$ cat src/rtl/addwm_pkg.sv
// rtl/addwm_pkg.sv - shared types and beat geometry for the watermark kernel
package addwm_pkg;

  typedef enum logic [2:0] {
    ST_IDLE,
    ST_LATCH,
    ST_CHECK,
    ST_WM_GO,
    ST_LEAD,
    ST_IM_GO,
    ST_WAIT,
    ST_DONE
  } addwm_job_state_t;

  localparam int LP_IM_BEAT_BYTES = 64;
  localparam int LP_WM_BEAT_BYTES = 16;
  localparam int LP_IM_ALIGN_BITS = $clog2(LP_IM_BEAT_BYTES);
  localparam int LP_WM_ALIGN_BITS = $clog2(LP_WM_BEAT_BYTES);

endpackage

$ cat src/rtl/addwm_job_ctrl_if.sv
// rtl/addwm_job_ctrl_if.sv - host control and engine start/done handshake bundle
interface addwm_job_ctrl_if;

  logic ap_start;
  logic ap_idle;
  logic ap_done;
  logic wm_start;
  logic im_start;
  logic wm_done;
  logic im_done;
  logic err_cfg;
  logic err_timeout;

  modport slave (
    input  ap_start, wm_done, im_done,
    output ap_idle, ap_done, wm_start, im_start, err_cfg, err_timeout
  );

  modport master (
    output ap_start, wm_done, im_done,
    input  ap_idle, ap_done, wm_start, im_start, err_cfg, err_timeout
  );

endinterface

$ cat src/rtl/addwm_pulse_latch.sv
// rtl/addwm_pulse_latch.sv - sticky done flag: set by pulse inside window, cleared on clr
module addwm_pulse_latch (
  input  logic ap_clk,
  input  logic areset,
  input  logic clr,
  input  logic en,
  input  logic pulse,
  output logic flag,
  output logic seen
);

  always_ff @(posedge ap_clk) begin
    if (areset || clr) begin
      flag <= 1'b0;
    end else if (en && pulse) begin
      flag <= 1'b1;
    end
  end

  // seen includes this cycle's pulse so completion can advance the FSM without a cycle of lag
  assign seen = flag | (en & pulse);

endmodule

$ cat src/rtl/addwm_job_ctrl.sv
// rtl/addwm_job_ctrl.sv - job sequencer: latch/validate args, start wm then im, collect dones
module addwm_job_ctrl
  import addwm_pkg::*;
#(
  parameter int C_XFER_SIZE_WIDTH = 32,
  parameter int C_ADDR_WIDTH      = 64,
  parameter int C_TIMEOUT_WIDTH   = 32,
  parameter int C_WM_LEAD_CYCLES  = 4
) (
  input  logic                         ap_clk,
  input  logic                         areset,
  addwm_job_ctrl_if.slave              ctl,
  input  logic [31:0]                  p00,
  input  logic [C_XFER_SIZE_WIDTH-1:0] p01,
  input  logic [C_XFER_SIZE_WIDTH-1:0] p10,
  input  logic [C_XFER_SIZE_WIDTH-1:0] p11,
  input  logic [C_ADDR_WIDTH-1:0]      axi00_im,
  input  logic [C_ADDR_WIDTH-1:0]      axi01_wm,
  input  logic [C_TIMEOUT_WIDTH-1:0]   timeout_limit,
  output logic [31:0]                  cfg_strength,
  output logic [C_XFER_SIZE_WIDTH-1:0] cfg_im_rd_len,
  output logic [C_XFER_SIZE_WIDTH-1:0] cfg_im_wr_len,
  output logic [C_XFER_SIZE_WIDTH-1:0] cfg_wm_rd_len,
  output logic [C_ADDR_WIDTH-1:0]      cfg_im_addr,
  output logic [C_ADDR_WIDTH-1:0]      cfg_wm_addr
);

  localparam int LEAD_W = (C_WM_LEAD_CYCLES > 1) ? $clog2(C_WM_LEAD_CYCLES) : 1;
  localparam logic [LEAD_W-1:0]          LEAD_LAST = LEAD_W'(C_WM_LEAD_CYCLES - 1);
  localparam logic [LEAD_W-1:0]          LEAD_ONE  = LEAD_W'(1);
  localparam logic [C_TIMEOUT_WIDTH-1:0] TMO_ONE   = C_TIMEOUT_WIDTH'(1);
  localparam bit                         HAS_LEAD  = (C_WM_LEAD_CYCLES != 0);

  addwm_job_state_t state, state_next;

  logic                       ap_start_r;
  logic                       start_pulse;
  logic                       err_cfg_q, err_tmo_q;
  logic                       err_cfg_set, err_tmo_set;
  logic [C_TIMEOUT_WIDTH-1:0] tmo_cnt;
  logic [LEAD_W-1:0]          lead_cnt;
  logic                       engine_window, latching;
  logic                       wm_flag, im_flag, wm_seen, im_seen, both_seen;
  logic                       args_ok, tmo_hit, lead_last;

  assign start_pulse   = ctl.ap_start & ~ap_start_r;
  assign latching      = (state == ST_LATCH);
  assign engine_window = (state == ST_WM_GO) || (state == ST_LEAD) ||
                         (state == ST_IM_GO) || (state == ST_WAIT);
  assign both_seen     = wm_seen & im_seen;
  assign lead_last     = (lead_cnt == LEAD_LAST);
  assign tmo_hit       = (timeout_limit != '0) && (tmo_cnt == timeout_limit - TMO_ONE);

  // Only the low alignment bits matter; lengths never feed arithmetic
  assign args_ok = (cfg_im_rd_len != '0) && (cfg_im_rd_len[LP_IM_ALIGN_BITS-1:0] == '0) &&
                   (cfg_im_wr_len == cfg_im_rd_len) &&
                   (cfg_wm_rd_len != '0) && (cfg_wm_rd_len[LP_WM_ALIGN_BITS-1:0] == '0) &&
                   (cfg_im_addr[LP_IM_ALIGN_BITS-1:0] == '0) &&
                   (cfg_wm_addr[LP_WM_ALIGN_BITS-1:0] == '0);

  addwm_pulse_latch u_wm_done (
    .ap_clk (ap_clk), .areset (areset), .clr (latching), .en (engine_window),
    .pulse  (ctl.wm_done), .flag (wm_flag), .seen (wm_seen)
  );

  addwm_pulse_latch u_im_done (
    .ap_clk (ap_clk), .areset (areset), .clr (latching), .en (engine_window),
    .pulse  (ctl.im_done), .flag (im_flag), .seen (im_seen)
  );

  always_ff @(posedge ap_clk) begin
    if (areset) begin
      state         <= ST_IDLE;
      ap_start_r    <= 1'b0;
      err_cfg_q     <= 1'b0;
      err_tmo_q     <= 1'b0;
      tmo_cnt       <= '0;
      lead_cnt      <= '0;
      cfg_strength  <= '0;
      cfg_im_rd_len <= '0;
      cfg_im_wr_len <= '0;
      cfg_wm_rd_len <= '0;
      cfg_im_addr   <= '0;
      cfg_wm_addr   <= '0;
    end else begin
      state      <= state_next;
      ap_start_r <= ctl.ap_start;
      lead_cnt   <= (state == ST_LEAD) ? lead_cnt + LEAD_ONE : '0;
      if (latching) begin
        cfg_strength  <= p00;
        cfg_im_rd_len <= p01;
        cfg_im_wr_len <= p10;
        cfg_wm_rd_len <= p11;
        cfg_im_addr   <= axi00_im;
        cfg_wm_addr   <= axi01_wm;
        err_cfg_q     <= 1'b0;
        err_tmo_q     <= 1'b0;
        tmo_cnt       <= '0;
      end else begin
        if (err_cfg_set) err_cfg_q <= 1'b1;
        if (err_tmo_set) err_tmo_q <= 1'b1;
        if (engine_window && (tmo_cnt != '1)) tmo_cnt <= tmo_cnt + TMO_ONE;
      end
    end
  end

  always_comb begin
    state_next  = state;
    err_cfg_set = 1'b0;
    err_tmo_set = 1'b0;
    case (state)
      ST_IDLE:  if (start_pulse) state_next = ST_LATCH;
      ST_LATCH: state_next = ST_CHECK;
      ST_CHECK: begin
        if (args_ok) begin
          state_next = ST_WM_GO;
        end else begin
          state_next  = ST_DONE;
          err_cfg_set = 1'b1;
        end
      end
      ST_WM_GO: state_next = HAS_LEAD ? ST_LEAD : ST_IM_GO;
      ST_LEAD:  if (lead_last) state_next = ST_IM_GO;
      ST_IM_GO: state_next = ST_WAIT;
      ST_WAIT:  if (both_seen) state_next = ST_DONE;
      ST_DONE:  state_next = ST_IDLE;
      default:  state_next = ST_IDLE;
    endcase
    // Completion in the same cycle beats the budget
    if (engine_window && tmo_hit && !both_seen) begin
      state_next  = ST_DONE;
      err_tmo_set = 1'b1;
    end
  end

  assign ctl.ap_idle     = (state == ST_IDLE);
  assign ctl.ap_done     = (state == ST_DONE);
  assign ctl.wm_start    = (state == ST_WM_GO);
  assign ctl.im_start    = (state == ST_IM_GO);
  assign ctl.err_cfg     = err_cfg_q;
  assign ctl.err_timeout = err_tmo_q;

endmodule

$ cat src/flat_wrapper.sv
// flat-port wrapper written by rule: the top's interface ports become plain ports
module addwm_job_ctrl_flat import addwm_pkg::*;
#(
  parameter int C_XFER_SIZE_WIDTH = 32,
  parameter int C_ADDR_WIDTH      = 64,
  parameter int C_TIMEOUT_WIDTH   = 32,
  parameter int C_WM_LEAD_CYCLES  = 4
)
  (ap_clk, areset, p00, p01, p10, p11, axi00_im, axi01_wm, timeout_limit, cfg_strength, cfg_im_rd_len, cfg_im_wr_len, cfg_wm_rd_len, cfg_im_addr, cfg_wm_addr, ctl_ap_start, ctl_wm_done, ctl_im_done, ctl_ap_idle, ctl_ap_done, ctl_wm_start, ctl_im_start, ctl_err_cfg, ctl_err_timeout);
  addwm_job_ctrl_if ctl_i ();
  input  logic ap_clk;
  input  logic areset;
  input  logic [31:0] p00;
  input  logic [C_XFER_SIZE_WIDTH-1:0] p01;
  input  logic [C_XFER_SIZE_WIDTH-1:0] p10;
  input  logic [C_XFER_SIZE_WIDTH-1:0] p11;
  input  logic [C_ADDR_WIDTH-1:0] axi00_im;
  input  logic [C_ADDR_WIDTH-1:0] axi01_wm;
  input  logic [C_TIMEOUT_WIDTH-1:0] timeout_limit;
  output logic [31:0] cfg_strength;
  output logic [C_XFER_SIZE_WIDTH-1:0] cfg_im_rd_len;
  output logic [C_XFER_SIZE_WIDTH-1:0] cfg_im_wr_len;
  output logic [C_XFER_SIZE_WIDTH-1:0] cfg_wm_rd_len;
  output logic [C_ADDR_WIDTH-1:0] cfg_im_addr;
  output logic [C_ADDR_WIDTH-1:0] cfg_wm_addr;
  input wire logic [$bits(ctl_i.ap_start)-1:0] ctl_ap_start;
  input wire logic [$bits(ctl_i.wm_done)-1:0] ctl_wm_done;
  input wire logic [$bits(ctl_i.im_done)-1:0] ctl_im_done;
  output wire logic [$bits(ctl_i.ap_idle)-1:0] ctl_ap_idle;
  output wire logic [$bits(ctl_i.ap_done)-1:0] ctl_ap_done;
  output wire logic [$bits(ctl_i.wm_start)-1:0] ctl_wm_start;
  output wire logic [$bits(ctl_i.im_start)-1:0] ctl_im_start;
  output wire logic [$bits(ctl_i.err_cfg)-1:0] ctl_err_cfg;
  output wire logic [$bits(ctl_i.err_timeout)-1:0] ctl_err_timeout;
  assign ctl_i.ap_start = ctl_ap_start;
  assign ctl_i.wm_done = ctl_wm_done;
  assign ctl_i.im_done = ctl_im_done;
  assign ctl_ap_idle = ctl_i.ap_idle;
  assign ctl_ap_done = ctl_i.ap_done;
  assign ctl_wm_start = ctl_i.wm_start;
  assign ctl_im_start = ctl_i.im_start;
  assign ctl_err_cfg = ctl_i.err_cfg;
  assign ctl_err_timeout = ctl_i.err_timeout;
  addwm_job_ctrl #(.C_XFER_SIZE_WIDTH(C_XFER_SIZE_WIDTH), .C_ADDR_WIDTH(C_ADDR_WIDTH), .C_TIMEOUT_WIDTH(C_TIMEOUT_WIDTH), .C_WM_LEAD_CYCLES(C_WM_LEAD_CYCLES)) u_core (.ap_clk(ap_clk), .areset(areset), .ctl(ctl_i), .p00(p00), .p01(p01), .p10(p10), .p11(p11), .axi00_im(axi00_im), .axi01_wm(axi01_wm), .timeout_limit(timeout_limit), .cfg_strength(cfg_strength), .cfg_im_rd_len(cfg_im_rd_len), .cfg_im_wr_len(cfg_im_wr_len), .cfg_wm_rd_len(cfg_wm_rd_len), .cfg_im_addr(cfg_im_addr), .cfg_wm_addr(cfg_wm_addr));
endmodule
$ cat config.mk
export PLATFORM = sky130hd
export DESIGN_NAME = addwm_job_ctrl_flat
export DESIGN_NICKNAME = d
export VERILOG_FILES = /design/src/rtl/addwm_pkg.sv /design/src/rtl/addwm_job_ctrl_if.sv /design/src/rtl/addwm_pulse_latch.sv /design/src/rtl/addwm_job_ctrl.sv /design/src/flat_wrapper.sv
export SDC_FILE = /design/constraint.sdc
export NUM_CORES = 1
export LEC_CHECK = 0
export ABC_AREA = 1
export BUFFER_PORTS_ARGS = -buffer_cell sky130_fd_sc_hd__buf_2
export CAP_MARGIN = 5
export CELL_PAD_IN_SITES_DETAIL_PLACEMENT = 2
export CELL_PAD_IN_SITES_GLOBAL_PLACEMENT = 2
export CORE_ASPECT_RATIO = 2
export CORE_UTILIZATION = 25
export DETAILED_ROUTE_END_ITERATION = 8
export PLACE_DENSITY_LB_ADDON = 0.1
export SLEW_MARGIN = 15
export SYNTH_ARGS = -nofsm -noshare
export SYNTH_HDL_FRONTEND = slang
export SYNTH_SLANG_ARGS = --single-unit
$ cat constraint.sdc
create_clock -name ap_clk -period 2 [get_ports ap_clk]
set_input_delay 0.4 -clock ap_clk [delete_from_list [all_inputs] [get_ports ap_clk]]
set_output_delay 0.4 -clock ap_clk [all_outputs]
set_load 0.05 [all_outputs]
==> impl_metrics.yaml <==
grt:
  grtUsageTotal_pct: 25.88
  grt_pass1_wl_um: 102000
  grt_max_degree: 129
  first_global_vias: 16820
  antenna_found_initial: 32
  grt.overflow.total: 0
setup_path:
  cp.arrival_ns: 2.50
  cp_top_family: "simple AND/OR/NAND/NOR gates"
  critPathLaunchType: "flip-flop"
  reg2reg_from: "u_core.tmo_cnt[1]"
  startpoint: "u_core.tmo_cnt[1]"
  path_buf_inv: 3
  required_ns: 2.51
  critPathMaxFanout: 4
  slowest_delay_ns: 0.42
  critical_path_class: "flip-flop to flip-flop"
  critPathSlowestCell: "nor4_4"
  worstPathCellList: "buf_6, nand3_4, nor3_4, inv_2, nor4_4, nand4_1, buf_4, or2_0, a21oi_1"
  end_kind: "flip-flop"
route:
  wl_per_cell_um: 22.20
  ant_nets: 0
  vias_per_cell: 4.770
  drt_pass1_iterations: 4
  drt_iter0_markers: 483
  vias: 15200
  drc: 0
  wl_um: 70740
cells_and_area:
  fin_util_pct: 37.21
  area_growth_pct: 46.43
  layoutNonFillerInstCount: 3186
  nets: 2788
  drive_gt1_share_pct: 35.34
  postLayoutCellArea_mm2: 0.01928
run_status:
  status: "completed"
pwr:
  ir_drop_mv: 0.8707
  total_power_mw: 30.66
  p_leak_nw: 8.899
  power_density_mw_per_mm2: 1590
synth:
  synth_ff_type: "dfxtp_1"
  synth-edff-count: 0
  synth_nets: 2104
  postSynthCellCount: 1808
  async_flop_share_pct: 0
  synth_area_mm2: 0.01317
  yosysUniqueCellTypes: 43
  ys_ff_latch: 298
  ys_warn_count: 0
  syn_avg_cell_area_um2: 7.284
  ys_seq_area_share_pct: 45.30
timing:
  rsz0062_at_grt: "true"
  setup_ws_ns: 0.01655
  maxSlewHeadroom_pct: 62.13
  hold_viol_final: 0
  finalMaxSlewViolations: 0
  finalSetupViolations: 0
  timing.hold.ws_ns: 0.05375
  period_share_pct: 99.17
  worst_pin_slew_ns: 0.5680
  tns_ns: 0
  min_period_ns: 1.983
  fmax_mhz: 504.2
  clock_skew_ns: 0.01757
floorplanning:
  die_w_um: 164.3
  fp-row-count: 118
  ios: 555
  fp.coreArea_mm2: 0.05182
  initial_utilization_pct: 25.41
  die_area_mm2: 0.05366
  fp.dieH_um: 326.6
worst_hold_path:
  hold_start: "ctl_ap_start"
  hp-class: "input port to flip-flop"
clocking:
  root_buffer: "clkbuf_16"
  clkTransAtPathRegs_ns: 0.06
  cts_buffers: 30
  clk_latency_ns: 0.59
  cts.sinks: 298
  htree_levels: 1
  tritoncts: "yes"
  clockBufferDepth: 3
  postCtsHoldBufs: 0
place:
  dp_cells: 3117
  finalWeightedCongestion: 0.9250
  placed_area_mm2: 0.01796
  io_buffers: 554
  place.detailed.hpwl_um: 58230
  pre_cts_ws_ns: -0.5782
flow_run:
  max_cap_violations: 0
==> cell usage after synthesis, types with 9 or more instances <==
cell      instances  area share, %
nor2_2           11           0.52
nand3_1          48            1.8
xnor2_1          23            1.5
nand4_1          32            1.5
nor2_1          102            2.9
inv_1           341            9.7
dfxtp_1         298             45
nor4_1           19           0.90
clkbuf_1         85            2.4
o21ai_0         273             10
xor2_1           22            1.5
nor3_1           20           0.76
nand2_2           9           0.43
o22ai_1           9           0.43
a21oi_1         287             11
nand2_1         177            5.0
==> kinds of logic after synthesis <==
group	after synthesis	share of synthesized area, %
adder cells (fa/ha/maj)	3	0.2850
flip-flops	298	45.30
AND/OR/NAND/NOR	441	15.73
buffers and inverters	433	12.44
AO/OA/AOI/OAI	584	22.56
XOR/XNOR	49	3.686
==> cell usage in the layout, fill, tap and decap left out, types with 7 or more instances in the layout <==
cell,instances
nor3_1,13
o21ai_0,271
buf_2,552
buf_12,12
diode_2,13
dfxtp_2,14
clkbuf_16,31
nand2_2,13
nand4_1,32
nor4_1,14
clkbuf_8,7
xnor2_1,23
nor2_4,10
a21oi_1,283
nor2_1,93
inv_2,7
nand3_1,45
o22ai_1,9
dfxtp_1,282
xor2_1,22
inv_1,336
nand2_1,171
nor2_2,16
buf_4,173
==> sequential cells by signal, summed over array words and instances (netlist names) <==
name                    flops
u_core.cfg_wm_addr         64
u_core.cfg_wm_rd_len       32
u_core.cfg_im_wr_len       32
u_core.ctl.err_cfg          1
u_core.tmo_cnt             32
u_core.u_im_done.flag       1
u_core.cfg_im_rd_len       32
u_core.lead_cnt             2
u_core.ctl.err_timeout      1
u_core.u_wm_done.flag       1
u_core.cfg_im_addr         64
u_core.state                3
u_core.ap_start_r           1
u_core.cfg_strength        32
==> path summary, 6_finish.rpt <==
check,end,slack [ns],depth (start not counted)
worst min register to register,u_core.lead_cnt[0],0.43,1
worst max register to register,u_core.tmo_cnt[21],0.02,9
worst max-delay path,u_core.tmo_cnt[21],0.02,9
worst min-delay path,u_core.ap_start_r,0.05,3
==> power breakdown <==
part,internal [mW],switching [mW],leakage [nW]
sequential,7.86,1.34,2.45
clock,3.34,2.56,0.488
combinational,3.71,11.8,5.96
total,14.9,15.8,8.90
==> worst register-to-register path: stages, from the launching register on <==
cell and delay [ns]:
dfxtp_2 0.34, buf_6 0.12, nand3_4 0.09, nor3_4 0.20, inv_2 0.08, nor4_4 0.42, nand4_1 0.14, buf_4 0.19
or2_0 0.23, a21oi_1 0.12
==> layout make-up <==
type	count	area, um^2
antenna	13	32.53
clock buffer	44	894.6
clock inverter	9	100.1
timing repair buffer	741	4350
inverter	344	1296
tap	660	825.8
fill	6234	32540
multi-input combinational	1077	5794
sequential	298	5991
==> what timing repair did <==
item                       in CTS  in global routing
resized for setup              35                 45
setup endpoints to repair      26                 22
setup buffers                   1                  2
pin swaps                       7                 19
==> layer usage <==
layer,vias to the layer above,GRT usage (%),wire [um]
met5,-,0,205
met4,32,13.81,4121
met2,496,51.36,39050
met1,7272,22.07,22160
met3,179,7.885,5201
li1,7219,-,-
Power figures use the tool's default switching activity.
